<file path="config.mk">
export PLATFORM = sky130hd
export DESIGN_NAME = bf_io_ctrl
export DESIGN_NICKNAME = d
export VERILOG_FILES = /design/src/rtl/bf_io_ctrl.sv
export SDC_FILE = /design/constraint.sdc
export NUM_CORES = 1
export LEC_CHECK = 0
export CAP_MARGIN = 20
export CORE_MARGIN = 2
export CORE_UTILIZATION = 29
export DETAILED_ROUTE_END_ITERATION = 16
export GPL_TIMING_DRIVEN = 0
export SLEW_MARGIN = 20
export SYNTH_ARGS = -nofsm -noshare
export SYNTH_HDL_FRONTEND = slang
export SYNTH_SLANG_ARGS = --single-unit
</file>
<file path="constraint.sdc">
create_clock -name clk -period 2.7 [get_ports clk]
set_input_delay 0.54 -clock clk [delete_from_list [all_inputs] [get_ports clk]]
set_output_delay 0.54 -clock clk [all_outputs]
set_load 0.05 [all_outputs]
</file>
<file path="src/rtl/bf_io_ctrl.sv">
// CPU-side I/O sequencer: one-byte reads from the input queue device and FIFO-buffered
// writes to the output sink, each device driven by its own strobe FSM.
//
// state    | meaning
// I_IDLE   | waiting for rd_req; captures dev_in_data on request
// I_DONE   | rd_done pulse, rd_data valid
// I_STRB   | dev_in_setready high, input device advances
// I_GAP    | setready low before another read may start
// O_IDLE   | waiting for FIFO data; pops head into dev_out_data
// O_SETUP  | data setup cycle before the capture strobe
// O_STRB   | dev_out_ready high, sink captures dev_out_data
// O_GAP    | ready low before the next byte
module bf_io_ctrl #(
  parameter int DATA_W        = 8,
  parameter int OBUF_DEPTH    = 4,
  parameter int STROBE_CYCLES = 2,
  parameter int GAP_CYCLES    = 1
) (
  input  logic              clk,
  input  logic              rst,
  input  logic              rd_req,
  output logic [DATA_W-1:0] rd_data,
  output logic              rd_done,
  input  logic              wr_req,
  input  logic [DATA_W-1:0] wr_data,
  output logic              wr_ack,
  output logic              wr_full,
  output logic              idle,
  input  logic [DATA_W-1:0] dev_in_data,
  output logic              dev_in_setready,
  output logic [DATA_W-1:0] dev_out_data,
  output logic              dev_out_ready
);
  localparam int PW      = $clog2(OBUF_DEPTH);
  localparam int CW      = PW + 1;
  localparam int CNT_MAX = (STROBE_CYCLES > GAP_CYCLES) ? STROBE_CYCLES : GAP_CYCLES;
  localparam int TW      = $clog2(CNT_MAX) + 1;
  localparam logic [TW-1:0] STRB_LAST = TW'(STROBE_CYCLES - 1);
  localparam logic [TW-1:0] GAP_LAST  = TW'(GAP_CYCLES - 1);
  localparam logic [CW-1:0] FULL_CNT  = CW'(OBUF_DEPTH);

  typedef enum logic [1:0] {I_IDLE, I_DONE, I_STRB, I_GAP} i_state_t;
  typedef enum logic [1:0] {O_IDLE, O_SETUP, O_STRB, O_GAP} o_state_t;

  i_state_t i_state, i_next;
  o_state_t o_state, o_next;
  logic [TW-1:0] i_tmr, o_tmr;

  logic [DATA_W-1:0] mem [OBUF_DEPTH];
  logic [PW-1:0]     wr_ptr, rd_ptr;
  logic [CW-1:0]     count;
  logic              push, pop;

  // ---------------- input path ----------------
  always_ff @(posedge clk) begin
    if (rst) i_state <= I_IDLE;
    else     i_state <= i_next;
  end

  always_comb begin
    i_next = i_state;
    case (i_state)
      I_IDLE:  if (rd_req) i_next = I_DONE;
      I_DONE:  i_next = I_STRB;
      I_STRB:  if (i_tmr == STRB_LAST) i_next = I_GAP;
      I_GAP:   if (i_tmr == GAP_LAST) i_next = I_IDLE;
      default: i_next = I_IDLE;
    endcase
  end

  always_comb begin
    rd_done         = (i_state == I_DONE);
    dev_in_setready = (i_state == I_STRB);
  end

  // Timer restarts whenever the state changes, so each phase counts from zero.
  always_ff @(posedge clk) begin
    if (rst || i_state != i_next) i_tmr <= '0;
    else                          i_tmr <= i_tmr + 1'b1;
  end

  always_ff @(posedge clk) begin
    if (rst)                          rd_data <= '0;
    else if (i_state == I_IDLE && rd_req) rd_data <= dev_in_data;
  end

  // ---------------- output FIFO ----------------
  assign wr_full = (count == FULL_CNT);
  assign wr_ack  = !wr_full;
  assign push    = wr_req && !wr_full;
  assign pop     = (o_state == O_IDLE) && (count != '0);

  always_ff @(posedge clk) begin
    if (push) mem[wr_ptr] <= wr_data;
  end

  always_ff @(posedge clk) begin
    if (rst) begin
      wr_ptr <= '0;
      rd_ptr <= '0;
      count  <= '0;
    end else begin
      if (push) wr_ptr <= wr_ptr + 1'b1;
      if (pop)  rd_ptr <= rd_ptr + 1'b1;
      case ({push, pop})
        2'b10:   count <= count + 1'b1;
        2'b01:   count <= count - 1'b1;
        default: count <= count;
      endcase
    end
  end

  // ---------------- output path ----------------
  always_ff @(posedge clk) begin
    if (rst) o_state <= O_IDLE;
    else     o_state <= o_next;
  end

  always_comb begin
    o_next = o_state;
    case (o_state)
      O_IDLE:  if (count != '0) o_next = O_SETUP;
      O_SETUP: o_next = O_STRB;
      O_STRB:  if (o_tmr == STRB_LAST) o_next = O_GAP;
      O_GAP:   if (o_tmr == GAP_LAST) o_next = O_IDLE;
      default: o_next = O_IDLE;
    endcase
  end

  always_comb begin
    dev_out_ready = (o_state == O_STRB);
  end

  always_ff @(posedge clk) begin
    if (rst || o_state != o_next) o_tmr <= '0;
    else                          o_tmr <= o_tmr + 1'b1;
  end

  // Holds the last byte sent between transfers.
  always_ff @(posedge clk) begin
    if (rst)      dev_out_data <= '0;
    else if (pop) dev_out_data <= mem[rd_ptr];
  end

  assign idle = (i_state == I_IDLE) && (o_state == O_IDLE) && (count == '0)
                && !rd_req && !wr_req;

endmodule
</file>
==> metrics <==
type of origin of the critical path input pin; die height 99.23 um; remaining global-route overflow 0; final hold vios 0; Die W 99.23 um; Clock Tree Buf Depth 2; Peak VDD IR 0.0002722 V; # setup viols final 0; worst reg2reg path depth 9; kind of critical path input pin to output pin; CP Cell Sequence clkdlybuf4s50_1 -> or4_1 -> nor3_2 -> clkdlybuf4s15_1; via count 1692; worst rel slew slack 66.29%; #FFs+latches synth 63; Avg Vias per Cell 4.536; Area Growth Syn to Fin 27.83%; Starting Density 30.01%; max-slew violations 0; crit path time final 2.573 ns; PnR worst setup slack 0.1275 ns; largest net degree at the start of global routing 12; met3 routed WL 283 um; reg2reg setup slack 0.40 ns; CP max FO 3; crit path max-delay cell type clkdlybuf4s15_1; worst r2r src count[0]; dpl ws -0.1723 ns; fin cells 373; drt first-iter violations 73; diode count 0; placed wire-length estimate 3487 um; Gate Count Post-Synth 209; initial antenna violation count 0; Worst-Margin Slew 0.5041 ns; area leader, netlist edfxtp_1; max-cap viol count 0; highest routed layer met4; PortBufs 40; status complete, no violations; skew final 0.007757 ns; worst hold endpoint o_tmr[0]; Multi-input gate area 917.1 um2; Arr. time, crit path 2.03 ns; Rows 34; Final ANT Viol Nets 0; placed cells 357; share of cells above drive strength 1 12.45%; worst stage delay on the critical path 0.52 ns; vias in the first global route 1660; full die area 0.009847 mm2; core region area 0.008763 mm2; Worst EP required 2.16 ns; # DRC 0; clk slew on worst S/H paths 0.06 ns; Met1 Wirelength 2297 um; cell area power density 971.1 mW/mm2; FILL cells 862; Area contributors post-synth edfxtp_1 (37%), dfxtp_1 (24%), mux4_2 (6.9%); final worst-path cycle share 95.28%; IO Pins 42; HP Start o_tmr[0]; CTS Hold Bufs 0; Syn Area/Cell 12.58 um2; crit path from rd_req; post-synthesis sequential area ratio 60.13%; sequential cell area 0.001582 mm2; wire per inst 13.45 um; H-tree Lvls 3; CTS root buf clkbuf_8; YS warnings 0; synthesized cell area 0.002630 mm2; Hold Slack 0.4643 ns; RSZ-0062 raised after global routing no; Yosys cell types 35; max frequency 0.3887 GHz; clk_lat worst skew 0.33 ns; met2 WL post-DR 2389 um; first-pass GRT wire length 8204 um; Final #Nets 290; Critical Path Sink Type output pin; total CTS buffers 9; CTS tree done; top cell type's share of synthesized area 36.54%; hold path cells 1; setup TNS 0 ns; GRT Util Overall 10.91%; FF-to-FF End count[2]; clock sinks 63; HP Class flip-flop to flip-flop; Placer Congestion 0.7356; Syn Nets 239; final wirelength 5017 um; drt first pass iters 4; Pleak 1.221 nW
## logic make-up after synthesis
group           after synthesis  synth area share, %
buf+inv                      28                5.185
flops                        63                60.13
xor+xnor                      2               0.6662
fa+ha+maj                    10                5.043
compound gates               36                8.088
simple gates                 53                10.61
mux                          17                10.28
## through the flow
stage / cell area (um2) / power, mW / util, %
final: 3362 / 3.265 / 38.36
after floorplan: 2635 / 2.157 / -
after global placement: 3171 / 2.498 / 36.18
after global routing: 3362 / 3.476 / 38.36
after CTS: 3358 / 3.314 / 38.32
after detailed placement: 3171 / 2.518 / 36.18
## sequential cells by signal, indices dropped and copies added (netlist names)
name	count
rd_ptr	2
o_tmr	2
count	3
o_state	2
wr_ptr	2
mem	32
i_tmr	2
rd_data	8
dev_out_data	8
i_state	2
## routing by layer
layer | up-vias | track usage [%]
li1 | 850 | -
met1 | 798 | 14.32
met2 | 40 | 15.90
met3 | 4 | 4.216
met4 | 0 | 5.058
met5 | - | 0
## synth_stat cells, drive strengths merged
library cell  number
edfxtp            32
or4                1
ha                 9
a21oi             15
fa                 1
a21o               2
nand3             10
dfxtp             31
or2                1
and2b              1
o21ai             12
o21bai             1
mux4               8
a2111oi            2
and3               5
a31oi              1
nor3b              2
nand2              2
nor3               4
buf                7
clkbuf             7
mux2i              9
xor2               2
nor2              17
a311oi             1
or3b               1
nor2b              6
a31o               1
inv               14
or3                3
a22oi              1
## report_power, final
group | switching, mW | total [mW] | internal, mW
Sequential | 0.0922 | 1.27 | 1.17
Clock | 0.359 | 0.780 | 0.421
Combinational | 0.742 | 1.22 | 0.476
## cell type report
cell class	count	share of cell area (%)
tap	108	4.019
clock inverter	6	1.824
clock buffer	10	3.796
sequential	63	47.04
buffer	14	2.493
multi-input combinational	118	27.28
timing repair buffer	40	11.98
inverter	14	1.563
## how the worst max path moves through the flow
stage | to | cells after the start | slack, ns
final | idle | 4 | 0.13
after global routing | idle | 4 | 0.01
after CTS | wr_full | 4 | 0.02
after detailed placement | idle | 4 | -0.17
after global placement | idle | 4 | -0.19
after floorplan | idle | 3 | 0.30
## critical path: cells and delay by family
family | cells | cell delay [ns]
buf+inv | 2 | 0.96
simple gates | 2 | 0.54
## cells in the final DEF (no fill, tap or decap), types with 2 or more instances in the layout
| cell | synthesis | final |
|---|---|---|
| nand2_1 | 2 | 2 |
| mux2i_1 | 9 | 9 |
| and3_1 | 5 | 5 |
| nor3_1 | 4 | 3 |
| edfxtp_1 | 32 | 32 |
| clkinvlp_4 | 0 | 3 |
| a2111oi_0 | 2 | 2 |
| ha_1 | 9 | 9 |
| nand3_1 | 10 | 10 |
| nor2b_1 | 6 | 6 |
| o21ai_0 | 12 | 12 |
| xor2_1 | 2 | 2 |
| a21oi_1 | 15 | 15 |
| or3_1 | 2 | 2 |
| buf_6 | 3 | 3 |
| clkbuf_8 | 0 | 9 |
| nor2_1 | 17 | 17 |
| nor3b_1 | 2 | 2 |
| clkbuf_1 | 6 | 7 |
| clkdlybuf4s50_1 | 0 | 38 |
| mux4_2 | 8 | 8 |
| a21o_1 | 2 | 2 |
| dfxtp_1 | 31 | 31 |
| buf_2 | 3 | 3 |
| inv_1 | 14 | 14 |
## timing repair
item                       4_1_cts  5_1_grt
gates resized for setup          1        2
buffers inserted                 0        0
setup endpoints to repair        1        2
Power figures use the tool's default switching activity.
